$ cat src/rtl/scope_cmd_pkg.sv
// Shared constants, state encoding and frame validation for the scope command controller.
package scope_cmd_pkg;

   localparam int unsigned BYTE_W = 8;
   localparam int unsigned DIV_W  = 16;

   localparam logic [BYTE_W-1:0] HDR          = 8'hA5;
   localparam logic [BYTE_W-1:0] CMD_SET_TRIG = 8'h01;
   localparam logic [BYTE_W-1:0] CMD_SET_TB   = 8'h02;
   localparam logic [BYTE_W-1:0] CMD_ARM      = 8'h03;
   localparam logic [BYTE_W-1:0] CMD_FORCE    = 8'h04;
   localparam logic [BYTE_W-1:0] CMD_DEFAULTS = 8'h05;
   localparam logic [BYTE_W-1:0] ACK_BYTE     = 8'h06;
   localparam logic [BYTE_W-1:0] NACK_BYTE    = 8'h15;

   localparam logic [BYTE_W-1:0] DEF_LEVEL = 8'h80;
   localparam logic              DEF_EDGE  = 1'b0;
   localparam logic [DIV_W-1:0]  DEF_DIV   = 16'h01B2;

   typedef enum logic [2:0] {IDLE, CMD, D0, D1, CHK, EXEC, RESP} state_t;

   // A frame is actionable only with a known command and a matching XOR checksum.
   function automatic logic frame_ok(input logic [BYTE_W-1:0] cmd, input logic [BYTE_W-1:0] d0,
                                     input logic [BYTE_W-1:0] d1, input logic [BYTE_W-1:0] chk);
      return (chk == (cmd ^ d0 ^ d1)) && (cmd >= CMD_SET_TRIG) && (cmd <= CMD_DEFAULTS);
   endfunction

endpackage

$ cat src/rtl/cmd_timeout_timer.sv
// Inter-byte gap counter; saturates and flags hit once TIMEOUT_CYC idle cycles have elapsed.
module cmd_timeout_timer #(
   parameter int unsigned TIMEOUT_CYC = 500000,
   parameter int unsigned TC_W        = 20
) (
   input  logic clk,
   input  logic rst,
   input  logic clr,
   input  logic en,
   output logic hit_c
);

   logic [TC_W-1:0] count;

   assign hit_c = (count == TC_W'(TIMEOUT_CYC));

   always_ff @(posedge clk or posedge rst) begin
      if (rst)
         count <= '0;
      else if (clr)
         count <= '0;
      else if (en && !hit_c)
         count <= count + 1'b1;
   end

endmodule

$ cat src/rtl/scope_cmd_ctrl.sv
// Parses 5-byte UART command frames, owns the scope config registers and returns ACK/NACK.
module scope_cmd_ctrl
   import scope_cmd_pkg::*;
#(
   parameter int unsigned TIMEOUT_CYC = 500000,
   parameter int unsigned TC_W        = 20
) (
   input  logic        clk,
   input  logic        rst,
   input  logic [7:0]  rx_data,
   input  logic        rx_valid,
   output logic [7:0]  tx_data,
   output logic        tx_req,
   input  logic        tx_ack,
   output logic [7:0]  trig_level,
   output logic        trig_edge,
   output logic [15:0] timebase_div,
   output logic        arm,
   output logic        force_trig,
   output logic        busy,
   output logic        ovf
);

   state_t            state;
   logic [BYTE_W-1:0] cmd_q, d0_q, d1_q, chk_q;
   logic              in_frame_c;
   logic              tmo_clr_c;
   logic              tmo_hit_c;

   // The gap timer only runs while a frame is partially received.
   assign in_frame_c = (state == CMD) || (state == D0) || (state == D1) || (state == CHK);
   assign tmo_clr_c  = rx_valid || !in_frame_c;

   cmd_timeout_timer #(
      .TIMEOUT_CYC (TIMEOUT_CYC),
      .TC_W        (TC_W)
   ) u_timer (
      .clk   (clk),
      .rst   (rst),
      .clr   (tmo_clr_c),
      .en    (in_frame_c),
      .hit_c (tmo_hit_c)
   );

   always_ff @(posedge clk or posedge rst) begin
      if (rst) begin
         state        <= IDLE;
         cmd_q        <= '0;
         d0_q         <= '0;
         d1_q         <= '0;
         chk_q        <= '0;
         tx_data      <= '0;
         tx_req       <= 1'b0;
         trig_level   <= DEF_LEVEL;
         trig_edge    <= DEF_EDGE;
         timebase_div <= DEF_DIV;
         arm          <= 1'b0;
         force_trig   <= 1'b0;
         busy         <= 1'b0;
         ovf          <= 1'b0;
      end else begin
         arm        <= 1'b0;
         force_trig <= 1'b0;
         case (state)
            IDLE: begin
               if (rx_valid && (rx_data == HDR)) begin
                  state <= CMD;
                  busy  <= 1'b1;
               end
            end
            // A byte arriving on the timeout cycle still advances the parser.
            CMD: begin
               if (rx_valid) begin
                  cmd_q <= rx_data;
                  state <= D0;
               end else if (tmo_hit_c) begin
                  state <= IDLE;
                  busy  <= 1'b0;
               end
            end
            D0: begin
               if (rx_valid) begin
                  d0_q  <= rx_data;
                  state <= D1;
               end else if (tmo_hit_c) begin
                  state <= IDLE;
                  busy  <= 1'b0;
               end
            end
            D1: begin
               if (rx_valid) begin
                  d1_q  <= rx_data;
                  state <= CHK;
               end else if (tmo_hit_c) begin
                  state <= IDLE;
                  busy  <= 1'b0;
               end
            end
            CHK: begin
               if (rx_valid) begin
                  chk_q <= rx_data;
                  state <= EXEC;
               end else if (tmo_hit_c) begin
                  state <= IDLE;
                  busy  <= 1'b0;
               end
            end
            EXEC: begin
               state  <= RESP;
               tx_req <= 1'b1;
               if (frame_ok(cmd_q, d0_q, d1_q, chk_q)) begin
                  tx_data <= ACK_BYTE;
                  case (cmd_q)
                     CMD_SET_TRIG: begin
                        trig_level <= d0_q;
                        trig_edge  <= d1_q[0];
                     end
                     CMD_SET_TB:   timebase_div <= {d1_q, d0_q};
                     CMD_ARM:      arm <= 1'b1;
                     CMD_FORCE:    force_trig <= 1'b1;
                     CMD_DEFAULTS: begin
                        trig_level   <= DEF_LEVEL;
                        trig_edge    <= DEF_EDGE;
                        timebase_div <= DEF_DIV;
                        ovf          <= 1'b0;
                     end
                     default: ;
                  endcase
               end else begin
                  tx_data <= NACK_BYTE;
               end
            end
            // Bytes arriving while the response is outstanding are dropped and flagged.
            RESP: begin
               if (rx_valid)
                  ovf <= 1'b1;
               if (tx_req && tx_ack) begin
                  tx_req <= 1'b0;
                  state  <= IDLE;
                  busy   <= 1'b0;
               end
            end
            default: begin
               state  <= IDLE;
               busy   <= 1'b0;
               tx_req <= 1'b0;
            end
         endcase
      end
   end

endmodule

$ cat config.mk
export PLATFORM = sky130hd
export DESIGN_NAME = scope_cmd_ctrl
export DESIGN_NICKNAME = d
export VERILOG_FILES = /design/src/rtl/scope_cmd_pkg.sv /design/src/rtl/cmd_timeout_timer.sv /design/src/rtl/scope_cmd_ctrl.sv
export SDC_FILE = /design/constraint.sdc
export NUM_CORES = 1
export LEC_CHECK = 0
export ABC_AREA = 1
export BUFFER_PORTS_ARGS = -buffer_cell sky130_fd_sc_hd__buf_4
export CORE_MARGIN = 1
export CORE_UTILIZATION = 60
export DETAILED_ROUTE_END_ITERATION = 6
export PLACE_DENSITY_LB_ADDON = 0.3
export SLEW_MARGIN = 20
export SYNTH_ARGS = -nofsm -noshare
export SYNTH_HDL_FRONTEND = slang
export SYNTH_HIERARCHICAL = 1
export SYNTH_SLANG_ARGS = --single-unit
$ cat constraint.sdc
create_clock -name clk -period 3.3 [get_ports clk]
set_clock_uncertainty 0.1 [all_clocks]
set_input_delay 0.33 -clock clk [delete_from_list [all_inputs] [get_ports clk]]
set_output_delay 0.33 -clock clk [all_outputs]
set_load 0.01 [all_outputs]
Yosys cells after proc, flatten, opt, wreduce, memory -nomap -nowiden --
Index checks and enable logic that the tools add are counted.
Operators by class: add/sub/neg operators 1, $mul 0, divide/modulo/power cells 0, magnitude comparators 2, eq/ne operators 21, shifts and indexed selects 0, mux-type cells 30, bitwise operators 4, reduce and logical (&&, ||, !) cells 28
Operators with widths (count):
- $mux 20 | 2
- $pmux 16 s2 | 1
- $mux 3 | 7
- $pmux 3 s7 | 1
- $add 20x1->20 const B | 1
- $eq 20x19->1 const B | 1
- $eq 8x2->1 const B | 2
- $eq 8x3->1 const B | 2
- $pmux 8 s2 | 1
- $xor 8x8->8 | 2
- $mux 1 | 13
- $reduce_and 2->1 | 6
- $ne 2x2->1 const B | 5
- $eq 3x3->1 const B | 3
- $eq 8x1->1 const B | 1
- $eq 8x8->1 | 1
- $eq 8x8->1 const B | 1
- $ge 8x1->1 const B | 1
- $le 8x3->1 const B | 1
- $reduce_bool 2->1 | 4
- $eq 3x2->1 const B | 2
- $reduce_and 3->1 | 2
- $logic_and 1x1->1 | 5
- $mux 5 | 1
- 13 further kinds | 20
Word-level totals: register bits after elaboration 93, bits in latches 0, bits in writable memories 0, memory bits (read-only) 0, word-level logic and storage cells 101, memories kept 0

Logic depth before layout (Yosys ltp) --
Gate-level depths: netlist (run 1).
word-level depth 7, gate-level depth with buffers 14, mapped depth without buffers 13

Cells and area by module --
Netlist (run 1), hierarchy kept.
Modules (own cells, without submodules):
- scope_cmd_ctrl | instances 1, cells each 522, area each 3739.8 µm², seq. area each 1709.1 µm²
- cmd_timeout_timer | instances 1, cells each 209, area each 1408.9 µm², seq. area each 500.5 µm²

Least setup slack after synthesis (run 1) --
Ideal clock, no wire load.
kind register to register, from register state[0], to register u_timer.count[0], setup time 72 ps, arrival 1687 ps, required time 3128 ps, path slack 1441 ps, cell stages (with the launch flop) 9, path buffers 1, period minus slack after synthesis 1859 ps, path through dfrtp_1 > inv_1 > nand3_1 > nand3_1 > nand2_1 > inv_1 > clkbuf_1 > o21ai_0 > nor2_1
On the way: cells in the longest elaborated chain, start to end 7
Ends and longest elaborated chain:
- from (decl) | RTL line scope_cmd_ctrl.sv:24 | state_t state;
- from (signal assigned) | RTL line scope_cmd_ctrl.sv:47 | state <= IDLE;
- from (signal assigned) | RTL line scope_cmd_ctrl.sv:67 | state <= CMD;
- from (signal assigned) | RTL line scope_cmd_ctrl.sv:75 | state <= D0;
- $eq 3x1->1 or $eq 3x2->1 (tied branches) | RTL line scope_cmd_ctrl.sv:31 | assign in_frame_c = (state == CMD) || (state == D0) || (state == D1) || (state == CHK);
- $logic_or 1x1->1 (2 in series) | RTL line scope_cmd_ctrl.sv:31
- $logic_or 1x1->1 * | RTL line scope_cmd_ctrl.sv:31
- named net in_frame_c | RTL line scope_cmd_ctrl.sv:26 | logic in_frame_c;
- $logic_not 1->1 * | RTL line scope_cmd_ctrl.sv:32 | assign tmo_clr_c = rx_valid || !in_frame_c;
- $logic_or 1x1->1 * | RTL line scope_cmd_ctrl.sv:32
- named net tmo_clr_c | RTL line scope_cmd_ctrl.sv:27 | logic tmo_clr_c;
- $mux 20 or $reduce_bool 2->1 (tied branches)
- to (signal assigned) | RTL line cmd_timeout_timer.sv:23 | count <= count + 1'b1;
- to (decl) | RTL line cmd_timeout_timer.sv:13 | logic [TC_W-1:0] count;
Mark *: on every way through the listed nets, which the timed path passes. The rest lies on a longest branch. A chain may end at the register's enable or synchronous reset.

Worst setup path in the final report (run 1) --
Same ends and word-level chain as after synthesis.

==> results.yml, run 1 <==
timing:
  tightestPinTransition_ns: 0.768
  hold_viol_final: 0
  rsz0062_at_grt: "false"
  min_period_over_period_pct: 74.6
  report.final.slew_viol_count: 0
  finalCriticalPeriod_ns: 2.46
  setup_viol: 0
  fmax_mhz: 406
  setup-tns-final_ns: 0
  slew_headroom_pct: 48.7
cts:
  clk_path_buf_depth: 2
  htreeDepth: 3
  postCtsSetupBuffers: 0
  cts-root-buf: "clkbuf_8"
  clock_sinks: 88
  ctsResizeCount: 0
  ctsHoldBuffers: 1
  cts_tree: "built"
  clock_latency_ns: 0.37
  cts_inserted_buffers: 9
  clk_pin_slew_ns: 0.10
outcome:
  status: "completed"
global_routing:
  use_met2_pct: 48.1
  grt_max_degree: 38
  grt_use_total_pct: 28.7
  grt_pass1_vias: 4270
  grt_util_met1_pct: 38.5
  busiest_layer: "met2"
  antenna_found_initial: 0
  gr-usage-met3_pct: 3.38
  gr-total-overflow: 0
  grt_pass1_wl_mm: 19.8
logic_synthesis:
  synthXorXnorAreaFrac_pct: 1.87
  synth-simple-area-share_pct: 39.9
  synthTopCellsByArea: "dfrtp_1 (40%), nand2_1 (21%), nor2_1 (5.8%), inv_1 (5.0%), nand3_1 (4.3%)"
  yosys.area_share.adder_pct: 0.486
  yosysSeqAreaShare_pct: 42.9
  synth_mux_area_share_pct: 0
  synthCells: 731
  synth-compound-area-share_pct: 5.83
  syn_avg_cell_area_um2: 7.04
  ys_seq_elements: 88
  ys_async_sr_fraction_pct: 100
  yosysTopAreaCell: "dfrtp_1"
  synth_top_family_by_area: "simple AND/OR/NAND/NOR gates"
  synth.distinct_cells: 41
  synth_top_area_share_pct: 39.9
  synth_edf_count: 0
  ys_warn_count: 6
  synth_area_um2: 5150
  synth_ff_type: "dfrtp_1"
setup_path:
  start_kind: "flip-flop"
  crit_slowest_cell: "dfrtp_1"
  max_stage_delay_ns: 0.44
  critical_path.cell_chain: "inv_1 -> nand3_1 -> nand3_1 -> nand2_1 -> inv_1 -> buf_4 -> o21ai_0 -> nor2_1"
  cp-startpoint: "state[0]"
  r2r-end: "u_timer/count[0]"
  critical_path_class: "reg -> reg"
  endpoint: "u_timer/count[0]"
  cp.arrival_ns: 2.67
  critPathMaxFanout: 16
  reg2reg_from: "state[0]"
  reg2reg_slack_ns: 0.84
  cp-end-kind: "flip-flop"
  reg2reg_depth: 8
  crit_required_ns: 3.51
floorplan:
  io_pins: 50
  num_rows: 33
  dieArea_um2: 8960
  die_width_um: 94.6
  core_area_um2: 8260
  floorplan.initialDensity_pct: 62.3
  fp.dieH_um: 94.6
routing:
  vias: 4797
  dr.pass1.iters: 5
  drt-initial-drc-count: 302
  wl_per_cell_um: 13.7
  routed_wl_mm: 12.0
  drc: 0
  antenna_left: 0
  vias_per_cell: 5.45
final_layout:
  nets: 784
  syn_to_final_growth_pct: 11.1
  utilization_pct: 69.3
  n_antenna_cell: 0
  drive_gt1_share_pct: 13.3
power_and_ir_drop:
  vdd_drop_max_v: 0.000464
  powerDensity_nw_per_um2: 729
  power.leakage_nw: 3.02
placed_design:
  port-buffer-count: 45
  routabilityCongestion: 0.930
  place_hpwl_mm: 9.05
worst_hold_path:
  hold_class: "in -> reg"
run:
  drv_cap: 0
[cell usage in the layout (no fill, tap or decap), types with 2 or more instances in the layout]
cell and instances:
a21oi_1 3, buf_4 48, bufinv_16 2, clkbuf_8 9, conb_1 4, dfrtp_1 82, dfstp_2 6, ha_1 2
inv_1 68, inv_2 9, nand2_1 287, nand2_2 5, nand2_4 2, nand3_1 44, nand3_4 3, nand3b_1 2
nand4_1 33, nor2_1 80, nor2_2 5, nor2_4 2, nor3_1 6, o21ai_0 39, o21ai_1 2, o21ai_2 2
xor2_1 11
[power breakdown]
part           switching, mW  internal, mW  leakage, nW
clock                  0.406         0.432        0.108
combinational           1.18         0.561         1.77
sequential             0.273          1.31         1.15
total                   1.86          2.31         3.02
[state kept, by name, indices dropped and copies added (netlist names), 8 cells and up]
register,count
d1_q,8
cmd_q,8
trig_level,8
d0_q,8
chk_q,8
timebase_div,16
u_timer/count,20
[how the worst min path moves through the flow]
stage                        startpoint               end  depth (start not counted)
after floorplan                     rst  u_timer/count[0]                          1
after global placement              rst        tx_data[2]                          2
final                        rx_data[4]          cmd_q[4]                          3
after CTS                    rx_data[4]          cmd_q[4]                          3
after global routing         rx_data[4]          cmd_q[4]                          3
after detailed placement  trig_level[7]     trig_level[7]                          2
[per-stage QoR]
step / instances / setup slack, ns / cell area [um2] / hold slack [ns] / total power [mW]
detailed placement: 863 / 0.934 / 5490 / 0.359 / 3.31
global placement: 863 / 1.02 / 5490 / 0.351 / 3.22
CTS: 880 / 0.888 / 5720 / 0.172 / 4.16
finish: 880 / 0.839 / 5720 / 0.179 / 4.17
global route: 880 / 0.617 / 5720 / 0.191 / 4.49
floorplan: 734 / 1.17 / 5160 / 0.194 / 2.90
[routing by layer]
layer	part of all wire [%]	vias to the layer above
met1	44	2228
met2	49	170
met3	5.6	23
met4	1.6	0
met5	0	-
li1	-	2376
[synth_stat cells (2+ instances only)]
cell	n
o21ai_0	39
nand2_2	5
nand3b_1	2
nand2_4	2
a21oi_1	3
o21ai_2	2
nand3_1	44
buf_2	4
nand4_1	33
nor2_4	2
nor2_2	5
ha_1	2
nor2_1	80
buf_6	4
inv_2	8
o21ai_1	2
nor3_1	6
xor2_1	11
clkbuf_1	7
dfrtp_1	82
dfstp_2	6
nand2_1	287
buf_4	7
inv_1	69
nand3_4	3
[layout make-up]
class,count,area (um2)
timing repair buffer,49,370
inverter,79,299
sequential,88,2210
clock inverter,6,92.6
multi-input combinational,543,2490
fill,736,2540
tap,105,131
clock buffer,10,128
[logic make-up (layout without fill, tap and decap cells)]
group	Yosys count	in the layout
buf+inv	103	144
xor+xnor	11	11
flops	88	88
compound gates	53	53
other cells	1	4
simple gates	473	473
fa+ha+maj	2	2
[worst max-delay path, delay by kind of cell (launching register included)]
kind            cells  cell delay (ns)
compound gates      1             0.12
buf+inv             3             0.72
simple gates        4             1.01
flops               1             0.44
(Power assumes the default switching activity.)
==> inputs of run 2 (changes only) <==
- CORE_UTILIZATION: 60 -> 54
- clock period: 3.3 -> 2 ns (I/O delays scaled with it)
==> results.yml, run 2 (same netlist as run 1, synthesis figures left out) <==
power_and_ir_drop:
  p_comb_share_pct: 45.8
  switching_share_pct: 45.4
  p_sw_mw: 3.13
  internal_power_mw: 3.77
  clock_power_share_pct: 16.4
  power.leakage_nw: 3.11
  vdd_drop_max_v: 0.000849
  powerDensity_nw_per_um2: 1160
  finalPower_mw: 6.89
  seqPwrFrac_pct: 37.8
timing:
  slew_headroom_pct: 47.2
  tightestPinTransition_ns: 0.792
  hold_viol_final: 0
  report.final.slew_viol_count: 0
  setup_viol: 0
  setup-tns-final_ns: 0
  finalCriticalPeriod_ns: 1.84
  min_period_over_period_pct: 92.1
  setup_slack_ns: 0.158
  fmax_mhz: 543
  whs_ns: 0.0662
floorplan:
  die_width_um: 99.6
  io_pins: 50
  core_area_um2: 9240
  dieArea_um2: 9930
  fp.dieH_um: 99.6
  num_rows: 35
  floorplan.initialDensity_pct: 55.7
setup_path:
  max_stage_delay_ns: 0.44
  critPathMaxFanout: 20
  critical_path.cell_chain: "nor2_2 -> nand3_2 -> inv_2 -> nand2_1 -> nor2_2 -> nand3_2 -> nor2_4 -> buf_12 -> nand3_4 -> nand2_1 -> nand2_1"
  crit_slowest_cell: "dfrtp_1"
  cp-end-kind: "flip-flop"
  crit_required_ns: 2.14
  cpMostUsedCell: "nand2_1"
  start_kind: "flip-flop"
  critical_path_class: "reg -> reg"
  cp.arrival_ns: 1.99
routing:
  dr.pass1.iters: 5
  drt-initial-drc-count: 271
  vias: 4748
  vias_per_cell: 5.14
  drc: 0
  routed_wl_mm: 12.0
  wl_per_cell_um: 13.0
  antenna_left: 0
worst_hold_path:
  hold_class: "in -> reg"
placed_design:
  port-buffer-count: 45
  place_hpwl_mm: 9.15
  routabilityCongestion: 0.929
  place_ws_ns: 0.0447
  dpl_cell_area_um2: 5630
  dp_cells: 898
final_layout:
  nets: 804
  reg_top3: "u_timer/count (20), timebase_div (16)"
  final_common_cell: "nand2_1"
  largest_reg_flops: 20
  nFillCells: 858
  fin_cells: 924
  n_antenna_cell: 0
  drive_gt1_share_pct: 17.0
  design_area_um2: 5950
  utilization_pct: 64.3
  largest-register: "u_timer/count"
  layout_common_cells: "nand2_1 (286), dfrtp_1 (80), nor2_1 (75), inv_1 (66), buf_4 (64)"
  syn_to_final_growth_pct: 15.5
cts:
  cts_inserted_buffers: 9
  clock_sinks: 88
  cts_tree: "built"
  clk_pin_slew_ns: 0.09
  clk_path_buf_depth: 2
  htreeDepth: 3
  clock_latency_ns: 0.35
  cts-root-buf: "clkbuf_8"
outcome:
  status: "completed"
global_routing:
  grt_max_degree: 40
  gr-usage-met3_pct: 3.79
  gr-total-overflow: 0
  busiest_layer: "met2"
  grt_pass1_wl_mm: 20.0
  grt_pass1_vias: 4235
  grt_util_met1_pct: 36.9
  antenna_found_initial: 0
  grt_use_total_pct: 25.4
  use_met2_pct: 39.7
run:
  drv_cap: 0
run 2: repair_timing:
item / 4_1_cts / 5_1_grt
pin swaps: 0 / 5
hold buffers: 1 / 0
hold endpoints to repair: 43 / 0
cloned: 0 / 0
gates resized for setup: 1 / 13
endpoints found under the setup margin: 2 / 29
setup buffers: 0 / 9
run 2: cell type report:
type | instances | area, um2 | share of cell area (%)
multi-input cells | 543 | 2520 | 42.5
clock buffers | 12 | 145 | 2.44
flip-flops and latches | 88 | 2210 | 37.2
repair buffers | 69 | 571 | 9.60
clock inverters | 4 | 28.8 | 0.484
well taps | 129 | 161 | 2.71
inverters | 79 | 303 | 5.09
run 2: critical path: cells and delay by family, from the launching register on:
| family | cells | cell delay [ns] |
|---|---|---|
| and+or+nand+nor | 9 | 0.94 |
| DFF | 1 | 0.44 |
| buffers and inverters | 2 | 0.26 |
run 2: path summary, 6_finish.rpt:
kind,to,depth (start not counted),slack [ns],startpoint
setup / recovery,timebase_div[6],11,0.16,cmd_q[6]
hold / removal,d0_q[4],3,0.07,rx_data[4]
setup reg to reg,timebase_div[6],11,0.16,cmd_q[6]
hold reg to reg,trig_level[7],2,0.37,trig_level[7]
max in group asynchronous,cmd_q[1],4,0.78,rst
min in group asynchronous,trig_level[5],3,0.39,rst
run 2: metal layers:
layer  vias up  share of wire (%)
met4         0                1.4
met2       149                 44
li1       2414                  -
met3        16                6.3
met1      2169                 48
met5         -                  0
run 2: power by group through the flow:
stage | Sequential, mW | Combinational (mW) | Clock (mW)
6_report | 2.61 | 3.16 | 1.13
5_1_grt | 2.67 | 3.57 | 1.23
4_1_cts | 2.60 | 2.97 | 1.16
3_5_place_dp | 2.63 | 2.94 | 0
3_3_place_gp | 2.60 | 2.88 | 0
2_1_floorplan | 2.53 | 2.26 | 0
==> inputs of run 3 (changes only) <==
- clock period: 2 -> 1.6 ns (I/O delays scaled with it)
==> results.yml, run 3 (same netlist as run 1, synthesis figures left out) <==
global_routing:
  grt_max_degree: 69
  antenna_found_initial: 0
  grt_pass1_vias: 4853
  grt_use_total_pct: 29.3
  grt_pass1_wl_mm: 22.9
  gr-total-overflow: 0
routing:
  drt-initial-drc-count: 398
  highest_layer: "met4"
  vias_per_cell: 5.25
  vias: 5386
  met2WireLength_mm: 6.83
  antenna_left: 0
  route.met3.wl_um: 868
  routed_wl_mm: 14.5
  drc: 0
  wl_met1_mm: 6.50
  wl_per_cell_um: 14.1
  dr.pass1.iters: 5
cts:
  clock_sinks: 88
  htreeDepth: 3
  cts-root-buf: "clkbuf_8"
  clk_path_buf_depth: 2
  cts_tree: "built"
  clk_pin_slew_ns: 0.09
  cts_inserted_buffers: 9
  clock_latency_ns: 0.36
final_layout:
  nFillCells: 611
  multi_input_area_um2: 2860
  final-seq-area_um2: 2220
  reg_top3: "u_timer/count (20), timebase_div (16)"
  nets: 906
  layout_common_cells: "nand2_1 (255), buf_4 (142), dfrtp_1 (77), nor2_1 (64), inv_1 (54)"
  n_antenna_cell: 0
  largest-register: "u_timer/count"
  syn_to_final_growth_pct: 39.9
  final_common_cell: "nand2_1"
  largest_reg_flops: 20
  drive_gt1_share_pct: 35.7
placed_design:
  place_hpwl_mm: 9.81
  port-buffer-count: 45
  routabilityCongestion: 0.949
floorplan:
  io_pins: 50
  dieArea_um2: 9930
  core_area_um2: 9240
  num_rows: 35
  die_width_um: 99.6
  fp.dieH_um: 99.6
  floorplan.initialDensity_pct: 55.7
worst_hold_path:
  hold_class: "in -> reg"
timing:
  finalCriticalPeriod_ns: 1.87
  fmax_mhz: 536
  min_period_over_period_pct: 117
  report.final.slew_viol_count: 0
  setup_viol: 53
  setup_slack_ns: -0.267
  hold_viol_final: 0
  rsz0062_at_grt: "true"
  setup-tns-final_ns: -9.71
power_and_ir_drop:
  finalPower_mw: 11.1
  clock_power_share_pct: 14.6
  vdd_drop_max_v: 0.000944
  internal_power_mw: 6.20
  p_comb_share_pct: 55.9
  powerDensity_nw_per_um2: 1540
  switching_share_pct: 44.2
  seqPwrFrac_pct: 29.5
  power.leakage_nw: 3.69
  p_sw_mw: 4.91
setup_path:
  cp.arrival_ns: 2.02
  critPathMaxFanout: 8
  critical_path_class: "reg -> reg"
  start_kind: "flip-flop"
  cp-end-kind: "flip-flop"
  cpMostUsedCell: "nand2_1"
  crit_slowest_cell: "dfrtp_2"
  crit_required_ns: 1.75
  max_stage_delay_ns: 0.45
  critical_path.cell_chain: "inv_2 -> nand2_2 -> nand3_1 -> nand2_1 -> nor2_2 -> nand3_2 -> nor2_4 -> buf_12 -> nand3_4 -> nand2_1 -> nand2_1"
outcome:
  violations: "negative setup slack"
  status: "finished, violations left"
run:
  drv_cap: 0
## run 3: path summary, 6_finish.rpt
kind / start / to / slack [ns] / cells past startpoint
setup / recovery: cmd_q[2] / trig_level[4] / -0.27 / 11
hold / removal: rx_data[3] / chk_q[3] / 0.02 / 3
setup reg to reg: cmd_q[2] / trig_level[4] / -0.27 / 11
hold reg to reg: timebase_div[7] / timebase_div[7] / 0.37 / 2
max in group asynchronous: rst / timebase_div[5] / 0.72 / 4
min in group asynchronous: rst / u_timer/count[4] / 0.30 / 4
## run 3: critical path, delay by kind of cell, from the launching register on
family	cells	cell delay, ns
DFF	1	0.45
and+or+nand+nor	9	0.94
buffers and inverters	2	0.26
## run 3: final cells by class
cell class	count	area share, %
Multi-Input combinational cell	545	39.7
Sequential cell	88	30.8
Timing Repair Buffer	169	20.1
Inverter	79	4.39
Tap cell	129	2.24
Clock buffer	10	1.77
Clock inverter	6	1.02
## run 3: routing by layer
| metal | vias up | GRT usage, % |
|---|---|---|
| li1 | 2639 | - |
| met1 | 2502 | 40.7 |
| met4 | 0 | 9.39 |
| met3 | 32 | 2.88 |
| met5 | - | 0 |
| met2 | 213 | 48.4 |
## run 3: metrics by stage
stage	utilization (%)	instance area, um2	cells	hold slack (ns)	setup slack [ns]
4_1_cts	75.8	7000	1021	0.0126	-0.197
2_1_floorplan	-	5180	734	0.0238	-0.0593
6_report	78.0	7200	1026	0.0158	-0.267
3_3_place_gp	68.5	6330	981	0.127	-0.178
3_5_place_dp	68.5	6330	981	0.136	-0.243
5_1_grt	78.0	7200	1026	0.0209	-0.370
## run 3: what timing repair did
| item | in CTS | in global routing |
|---|---|---|
| endpoints found under the hold margin | 82 | 0 |
| setup buffers | 20 | 8 |
| hold buffers | 1 | 0 |
| gates cloned | 3 | 0 |
| endpoints found under the setup margin | 52 | 55 |
| pin swaps | 32 | 29 |
| gates resized for setup | 73 | 61 |
## run 3: power by group through the flow
stage	Clock [mW]	Combinational (mW)	Sequential, mW
final	1.63	6.21	3.27
after global routing	1.73	6.73	3.35
after CTS	1.64	5.61	3.23
after detailed placement	0	4.82	3.25
after global placement	0	4.70	3.22
after floorplan	0	2.88	3.16
